[src/rtl/sfi5_diag_sequencer.sv]
// sfi5_diag_sequencer
//   Runs one self-test of an SFI-5 16-bit link through its diagnostic controls.
//   The sequence is: apply loopback, wait for TX/RX init and frame lock, let the
//   link settle, clear the counters and confirm they stay clean, inject one frame
//   error and see it counted, then inject one data error and see a mismatch counted.
//   The run ends in DONE with a pass flag and a failure code.
// Ports
//   i_CLK, i_RST             clock; synchronous active-high reset
//   i_START                  start pulse, accepted only in IDLE or DONE
//   iv_LOOPBACK_MODE         loopback value captured on the accepted start
//   i_TX_INIT_DONE,
//   i_RX_INIT_DONE,
//   i_RXLOF, i_RXOOA         link status from the interface
//   iv_FRAME_ERRORS,
//   iv_DATA_MISMATCHES       interface error counters (unsigned)
//   o_LOOPBACK               loopback control to the interface
//   o_CLEAR_*, o_INSERT_*    single-cycle diagnostic pulses
//   o_BUSY, o_DONE, o_PASS   run status
//   ov_FAIL_CODE             0 pass, 1 init timeout, 2 lock lost while settling,
//                            3 counters dirty after clear, 4 frame error not seen,
//                            5 mismatch not seen, 6 lock lost while checking
module sfi5_diag_sequencer #(
  parameter int unsigned SETTLE_CYCLES = 1024,
  parameter int unsigned TIMEOUT       = 65535,
  parameter int unsigned CNT_W         = 16
) (
  input  logic             i_CLK,
  input  logic             i_RST,
  input  logic             i_START,
  input  logic [2:0]       iv_LOOPBACK_MODE,
  input  logic             i_TX_INIT_DONE,
  input  logic             i_RX_INIT_DONE,
  input  logic             i_RXLOF,
  input  logic             i_RXOOA,
  input  logic [CNT_W-1:0] iv_FRAME_ERRORS,
  input  logic [CNT_W-1:0] iv_DATA_MISMATCHES,
  output logic [2:0]       o_LOOPBACK,
  output logic             o_CLEAR_FRAME_ERRORS,
  output logic             o_CLEAR_MISMATCHES,
  output logic             o_INSERT_FRAME_ERROR,
  output logic             o_INSERT_DATA_ERROR,
  output logic             o_BUSY,
  output logic             o_DONE,
  output logic             o_PASS,
  output logic [2:0]       ov_FAIL_CODE
);

  localparam int unsigned MAX_WAIT = (TIMEOUT > SETTLE_CYCLES) ? TIMEOUT : SETTLE_CYCLES;
  localparam int unsigned TW       = $clog2(MAX_WAIT + 1);
  localparam logic [TW-1:0] TO_LAST     = TW'(TIMEOUT - 1);
  localparam logic [TW-1:0] SETTLE_LAST = TW'(SETTLE_CYCLES - 1);

  typedef enum logic [3:0] {
    IDLE, WAIT_INIT, SETTLE, CLEAR, CHK_CLEAN,
    INJ_FRAME, CHK_FRAME, INJ_DATA, CHK_DATA, DONE
  } state_t;

  state_t        state, state_n;
  logic [TW-1:0] timer;
  logic [2:0]    lb_n;
  logic          pass_n;
  logic [2:0]    code_n;

  // Within each state the checks are ordered fail, then advance, then timeout,
  // so a later assignment never overrides a higher-priority outcome.
  always_comb begin
    state_n = state;
    lb_n    = o_LOOPBACK;
    pass_n  = o_PASS;
    code_n  = ov_FAIL_CODE;
    unique case (state)
      IDLE, DONE: begin
        if (i_START) begin
          lb_n    = iv_LOOPBACK_MODE;
          pass_n  = 1'b0;
          code_n  = 3'd0;
          state_n = WAIT_INIT;
        end
      end
      WAIT_INIT: begin
        if (i_TX_INIT_DONE && i_RX_INIT_DONE && !i_RXLOF && !i_RXOOA) begin
          state_n = SETTLE;
        end else if (timer == TO_LAST) begin
          code_n  = 3'd1;
          state_n = DONE;
        end
      end
      SETTLE: begin
        if (i_RXLOF) begin
          code_n  = 3'd2;
          state_n = DONE;
        end else if (timer == SETTLE_LAST) begin
          state_n = CLEAR;
        end
      end
      CLEAR: state_n = CHK_CLEAN;
      CHK_CLEAN: begin
        if (i_RXLOF) begin
          code_n  = 3'd6;
          state_n = DONE;
        end else if (timer == SETTLE_LAST) begin
          if (iv_FRAME_ERRORS == '0 && iv_DATA_MISMATCHES == '0) begin
            state_n = INJ_FRAME;
          end else begin
            code_n  = 3'd3;
            state_n = DONE;
          end
        end
      end
      INJ_FRAME: state_n = CHK_FRAME;
      CHK_FRAME: begin
        if (iv_FRAME_ERRORS != '0) begin
          state_n = INJ_DATA;
        end else if (timer == TO_LAST) begin
          code_n  = 3'd4;
          state_n = DONE;
        end
      end
      INJ_DATA: state_n = CHK_DATA;
      CHK_DATA: begin
        if (i_RXLOF) begin
          code_n  = 3'd6;
          state_n = DONE;
        end else if (iv_DATA_MISMATCHES != '0) begin
          pass_n  = 1'b1;
          code_n  = 3'd0;
          state_n = DONE;
        end else if (timer == TO_LAST) begin
          code_n  = 3'd5;
          state_n = DONE;
        end
      end
      default: state_n = IDLE;
    endcase
    if (state_n == DONE || state_n == IDLE) begin
      lb_n = 3'd0;
    end
  end

  // Outputs are registered from the next state, so each pulse is high exactly
  // for the single cycle spent in its one-cycle state.
  always_ff @(posedge i_CLK) begin
    if (i_RST) begin
      state                <= IDLE;
      timer                <= '0;
      o_LOOPBACK           <= '0;
      o_CLEAR_FRAME_ERRORS <= 1'b0;
      o_CLEAR_MISMATCHES   <= 1'b0;
      o_INSERT_FRAME_ERROR <= 1'b0;
      o_INSERT_DATA_ERROR  <= 1'b0;
      o_BUSY               <= 1'b0;
      o_DONE               <= 1'b0;
      o_PASS               <= 1'b0;
      ov_FAIL_CODE         <= '0;
    end else begin
      state                <= state_n;
      timer                <= (state_n != state) ? '0 : timer + 1'b1;
      o_LOOPBACK           <= lb_n;
      o_CLEAR_FRAME_ERRORS <= (state_n == CLEAR);
      o_CLEAR_MISMATCHES   <= (state_n == CLEAR);
      o_INSERT_FRAME_ERROR <= (state_n == INJ_FRAME);
      o_INSERT_DATA_ERROR  <= (state_n == INJ_DATA);
      o_BUSY               <= !(state_n == IDLE || state_n == DONE);
      o_DONE               <= (state_n == DONE);
      o_PASS               <= pass_n;
      ov_FAIL_CODE         <= code_n;
    end
  end

endmodule

[config.mk]
export PLATFORM = sky130hd
export DESIGN_NAME = sfi5_diag_sequencer
export DESIGN_NICKNAME = d
export VERILOG_FILES = /design/src/rtl/sfi5_diag_sequencer.sv
export SDC_FILE = /design/constraint.sdc
export NUM_CORES = 1
export LEC_CHECK = 0
export ABC_AREA = 1
export ABC_CLOCK_PERIOD_IN_PS = 2100
export BUFFER_PORTS_ARGS = -buffer_cell sky130_fd_sc_hd__buf_2
export CAP_MARGIN = 10
export CORE_MARGIN = 2
export CORE_UTILIZATION = 51
export CTS_CLUSTER_DIAMETER = 120
export CTS_CLUSTER_SIZE = 20
export DETAILED_ROUTE_END_ITERATION = 10
export GPL_ROUTABILITY_DRIVEN = 0
export GPL_TIMING_DRIVEN = 0
export HOLD_SLACK_MARGIN = 0.03
export PLACE_DENSITY_LB_ADDON = 0.08
export SKIP_CTS_REPAIR_TIMING = 1
export SYNTH_ARGS = -nofsm -noshare
export SYNTH_HDL_FRONTEND = slang
export SYNTH_SLANG_ARGS = --single-unit
[constraint.sdc]
create_clock -name i_CLK -period 2.1 [get_ports i_CLK]
set_input_delay 0.315 -clock i_CLK [delete_from_list [all_inputs] [get_ports i_CLK]]
set_output_delay 0.315 -clock i_CLK [all_outputs]
set_load 0.02 [all_outputs]
* Word level (Yosys, flattened, before mapping)
Index checks and enable logic that the tools add are counted.
** Storage, ports and cells
- Register bits :: 32
- Input bits :: 42
- Output and inout port bits :: 13
- Word-level logic and storage cells :: 89
** Operators by class
- Add/sub/neg operators :: 1
- Equality and inequality tests :: 27
- Muxes and demuxes :: 29
- Reduce and logical (&&, ||, !) cells :: 22
** Operators with widths (number)
- $mux W4 :: 11
- $mux W3 :: 12
- $pmux W4 S9 :: 1
- $logic_not A16 Y1 :: 2
- $reduce_bool A16 Y1 :: 2
- $eq A4 B3 Y1 const B :: 6
- $pmux W3 S6 :: 1
- $add A16 B1 Y16 const B :: 1
- $eq A16 B10 Y1 const B :: 1
- $eq A16 B16 Y1 const B :: 1
- $ne A2 B2 Y1 const B :: 8
- $eq A4 B2 Y1 const B :: 3
- $eq A4 B4 Y1 const B :: 3
- $reduce_and A10 Y1 :: 1
- $logic_not A4 Y1 :: 2
- $ne A3 B3 Y1 const B :: 2
- $reduce_bool A6 Y1 :: 1
- $reduce_or A2 Y1 :: 3
- $eq A4 B1 Y1 const B :: 1
- $logic_and A1 B1 Y1 :: 4
- $ne A4 B4 Y1 :: 1
- $ne A4 B4 Y1 const B :: 1
- $reduce_and A4 Y1 :: 1
- $logic_not A1 Y1 :: 3
- other kinds (5) :: 7

* Logic depth before layout (Yosys ltp)
- Depth in word-level cells :: 9
- Gate-level depth with buffers :: 15

* Worst setup path before layout
Ideal clock, no wire load.
- Path type :: register -> register
- Start :: reg timer[0]
- End :: reg timer[14]
- Arrival :: 1574 ps
- Required time :: 2027 ps
- Slack :: 453 ps
- Cell stages (with the launch flop) :: 13
- Cell sequence :: dfxtp_1 > ha_1 > nand2_4 > nor2_4 > nand2_1 > nand2_1 > nand2_1 > nand2_2 > nor2_2 > nand2_2 > nand3_4 > buf_6 > nor3_2
** Between the ends
- Cells in the longest elaborated chain, start to end :: 7
** RTL lines
- start, declared :: RTL line 59 : logic [TW-1:0] timer;
- start signal, assigned :: RTL line 157 : timer <= (state_n != state) ? '0 : timer + 1'b1;
- $eq A16 B16 Y1 :: RTL line 83, 114, 128
- $mux W4 :: RTL line 83, 114, 128
- $mux W4 :: RTL line 124 : end else if (iv_DATA_MISMATCHES != '0) begin
- $mux W4 :: RTL line 121 : if (i_RXLOF) begin
- $pmux W4 S9 :: RTL line 71 : unique case (state)
- $ne A4 B4 Y1 :: RTL line 157
- $reduce_or A2 Y1 (no line)
Several ways; a longest one is shown, not always the timed one.
A chain may end at the register's enable or synchronous reset.

* Worst setup path after layout
- Start :: reg timer[0]
- End :: reg timer[6]
Same word-level chain as after synthesis.

==> impl_metrics.sql <==
INSERT INTO impl_metrics (metric_group, metric, value, unit) VALUES
('sta', 'timing_worst_slew_pin_value', '0.3751', 'ns'),
('place', 'count_of_port_buffers_added_during_placement', '53', ''),
('sta', 'drv_slew', '0', ''),
('place', 'dp_worst_setup_slack', '0.1276', 'ns'),
('routing', 'detail_route.drc_violations', '0', ''),
('clock_network', 'numCtsBuffers', '5', ''),
('routing', 'vias_per_cell', '4.932', ''),
('layout', 'areaGrowthSynthToFinish', '19.30', '%'),
('routing', 'firstDrtPassIters', '4', ''),
('logic_synthesis', 'synthDistinctLibCells', '38', ''),
('die', 'core_area', '4058', 'µm²'),
('sta', 'grt_setup_unrepaired', 'false', ''),
('global_route', 'antenna_found_initial', '0', ''),
('clock_network', 'numClockSinks', '32', ''),
('clock_network', 'cts.reportedPaths.clkPinSlew', '0.07', 'ns'),
('setup_path', 'r2r_cells', '12', ''),
('power_and_ir_drop', 'p_leak', '0.001236', 'µW'),
('global_route', 'grt_usage', '20.86', '%'),
('routing', 'drtIter0Drc', '81', ''),
('sta', 'fin_hold_ws', '0.2767', 'ns'),
('setup_path', 'setup.worst_path.end_class', 'register', ''),
('routing', 'ant_nets', '0', ''),
('clock_network', 'clock_tree.buffer_depth', '2', ''),
('logic_synthesis', 'netlist_area', '2178', 'µm²'),
('setup_path', 'worst_ep_required_time', '2.32', 'ns'),
('logic_synthesis', 'synth.avg_cell_area', '7.261', 'µm²'),
('sta', 'slew-limit-headroom', '74.90', '%'),
('layout', 'fin_nets', '404', ''),
('global_route', 'first_pass_grt_wire_length', '8.280', 'mm'),
('die', 'die_h', '69.36', 'µm'),
('min_path', 'hold_depth', '3', ''),
('outcome', 'status', 'completed', ''),
('logic_synthesis', 'synthesis.instances', '300', ''),
('logic_synthesis', 'yosys_warnings', '0', ''),
('logic_synthesis', 'synth_edf_count', '0', ''),
('die', 'ios', '55', ''),
('place', 'place.detailed.hpwl', '3.674', 'mm'),
('global_route', 'grt_overflow_total', '0', ''),
('power_and_ir_drop', 'power_per_standard_cell_area', '560.1', 'nW/µm²'),
('logic_synthesis', 'mappedNetlistNets', '344', ''),
('logic_synthesis', 'synthFlopType', 'sky130_fd_sc_hd__dfxtp_1', ''),
('die', 'floorplan.initialDensity', '53.68', '%'),
('clock_network', 'cts.htree.levels', '2', ''),
('sta', 'fmax', '525.7', 'MHz'),
('setup_path', 'criticalPathCategory', 'reg -> reg', ''),
('layout', 'commonest_cells_after_routing_fill_and_taps_aside', 'sky130_fd_sc_hd__nand2_1, sky130_fd_sc_hd__nor2_1, sky130_fd_sc_hd__buf_2', ''),
('power_and_ir_drop', 'peakVddDrop', '0.4520', 'mV'),
('routing', 'vias', '2027', ''),
('die', 'design.die.area', '4810', 'µm²'),
('layout', 'diodes', '0', ''),
('layout', 'layout-drive-gt1-share', '33.24', '%'),
('layout', 'layout.cells.most_common', 'sky130_fd_sc_hd__nand2_1', ''),
('logic_synthesis', 'synth-async-reset-ratio', '0', '%'),
('sta', 'timing.final.ws_setup', '0.1976', 'ns'),
('routing', 'final_wl', '4.606', 'mm'),
('logic_synthesis', 'synth-seq-cells', '32', ''),
('sta', 'final_period_utilization', '90.59', '%'),
('sta', 'finalClockSkew', '0.005147', 'ns'),
('clock_network', 'cts_root_buf', 'sky130_fd_sc_hd__clkbuf_8', ''),
('min_path', 'worst_hold_path_type', 'in -> reg', ''),
('sta', 'timing.final.setup_violations', '0', ''),
('job', 'drv.max_cap_violation_count', '0', ''),
('die', 'rows', '23', ''),
('setup_path', 'cp_max_fo', '10', ''),
('routing', 'post_drt_wl_per_cell', '11.21', 'µm'),
('clock_network', 'tritoncts', 'built', ''),
('logic_synthesis', 'ys_seq_area_share', '29.41', '%'),
('sta', 'finalCriticalPeriod', '1.902', 'ns'),
('setup_path', 'cp_data_arrival_time', '2.12', 'ns'),
('setup_path', 'worst_setup_path_start_kind', 'register', ''),
('global_route', 'grt_start_max_net_pins', '11', ''),
('sta', 'final.setup.tns', '0', 'ns'),
('sta', 'report.final.hold_viol_count', '0', ''),
('clock_network', 'worstSkewPairLatency', '0.29', 'ns'),
('layout', 'final.fill_count', '377', ''),
('global_route', 'first_global_vias', '1989', ''),
('die', 'die_width', '69.36', 'µm');
power breakdown:
group | switching [µW] | leakage [µW] | total (µW) | internal, µW
sequential | 12.1 | 0.000259 | 640 | 627
combinational | 197 | 0.000926 | 321 | 124
clock | 234 | 0.0000510 | 495 | 261
total | 443 | 0.00124 | 1460 | 1010
kinds of logic after synthesis:
group | count (synthesis) | share of synthesized area [%]
xor+xnor | 14 | 5.629
compound gates | 18 | 5.170
fa+ha+maj | 2 | 1.149
flops | 32 | 29.41
buf+inv | 46 | 10.40
mux | 3 | 1.379
simple gates | 185 | 46.87
worst paths after layout:
check                         end           startpoint  slack, ns
setup reg to reg         timer[6]             timer[0]       0.20
hold / removal      o_LOOPBACK[0]  iv_LOOPBACK_MODE[0]       0.28
hold reg to reg   ov_FAIL_CODE[2]      ov_FAIL_CODE[2]       0.46
setup / recovery         timer[6]             timer[0]       0.20
stage by stage:
stage	area (µm²)	total power, µW	instances	util (%)
floorplan	2178	884.0	300	-
global placement	2506	971.9	403	61.76
detailed placement	2506	976.6	403	61.76
CTS	2599	1468	411	64.05
global route	2599	1530	411	64.05
finish	2599	1456	411	64.05
critical path, cell delays in order, from the launching register on:
cell and delay [ns]:
sky130_fd_sc_hd__dfxtp_1 0.39, sky130_fd_sc_hd__inv_1 0.06, sky130_fd_sc_hd__ha_1 0.22, sky130_fd_sc_hd__nand2_1 0.06
sky130_fd_sc_hd__nor2_1 0.05, sky130_fd_sc_hd__nand4_1 0.14, sky130_fd_sc_hd__nand2_1 0.08, sky130_fd_sc_hd__a21oi_2 0.18
sky130_fd_sc_hd__nand3_2 0.14, sky130_fd_sc_hd__nand2_2 0.11, sky130_fd_sc_hd__nand3_4 0.11, sky130_fd_sc_hd__buf_6 0.18
sky130_fd_sc_hd__nor3_2 0.10
flip-flops by register name, indices dropped and copies added (netlist names):
signal / flops
o_BUSY: 1
o_CLEAR_MISMATCHES: 1
o_DONE: 1
o_INSERT_DATA_ERROR: 1
o_INSERT_FRAME_ERROR: 1
o_LOOPBACK: 3
o_PASS: 1
ov_FAIL_CODE: 3
state: 4
timer: 16
Yosys cell counts (2+ instances only):
cell / instances / area [µm²]
sky130_fd_sc_hd__and2_1: 2 / 12.51
sky130_fd_sc_hd__ha_1: 2 / 25.02
sky130_fd_sc_hd__nand2_2: 7 / 43.79
sky130_fd_sc_hd__xnor2_1: 4 / 35.03
sky130_fd_sc_hd__nand2_4: 6 / 67.56
sky130_fd_sc_hd__o21ai_0: 7 / 35.03
sky130_fd_sc_hd__nand3_2: 4 / 40.04
sky130_fd_sc_hd__inv_6: 2 / 17.52
sky130_fd_sc_hd__nand3_4: 2 / 35.03
sky130_fd_sc_hd__nand2_1: 55 / 206.5
sky130_fd_sc_hd__nor3_2: 10 / 100.1
sky130_fd_sc_hd__o21ai_1: 2 / 10.01
sky130_fd_sc_hd__inv_2: 7 / 26.28
sky130_fd_sc_hd__dfxtp_1: 32 / 640.6
sky130_fd_sc_hd__nor3_1: 6 / 30.03
sky130_fd_sc_hd__nand3_1: 15 / 75.07
sky130_fd_sc_hd__a21oi_1: 4 / 20.02
sky130_fd_sc_hd__nand4_1: 11 / 68.82
sky130_fd_sc_hd__nor2_8: 2 / 40.04
sky130_fd_sc_hd__mux2i_1: 3 / 30.03
sky130_fd_sc_hd__buf_6: 5 / 56.30
sky130_fd_sc_hd__nor4_1: 2 / 12.51
sky130_fd_sc_hd__nor2_4: 4 / 45.04
sky130_fd_sc_hd__xor2_1: 10 / 87.58
sky130_fd_sc_hd__inv_1: 29 / 108.9
sky130_fd_sc_hd__nor2_2: 3 / 18.77
sky130_fd_sc_hd__nor2_1: 53 / 198.9
area by class of cell:
type	count	area, µm²	area share (%)
Timing Repair Buffer	53	265.3	10.21
Buffer	7	67.56	2.600
Sequential cell	32	640.6	24.65
Clock buffer	6	82.58	3.178
Inverter	39	158.9	6.115
Clock inverter	2	10.01	0.3852
Multi-Input combinational cell	222	1311	50.46
Tap cell	50	62.56	2.407
metal layers:
layer | wire, µm | vias up | track usage, %
li1 | - | 1073 | -
met2 | 2325 | 34 | 38.35
met1 | 2053 | 913 | 24.39
met5 | 0 | - | 0
met4 | 62 | 0 | 5.882
met3 | 165 | 7 | 4.070
No activity file was read; power rests on OpenSTA's default activity.
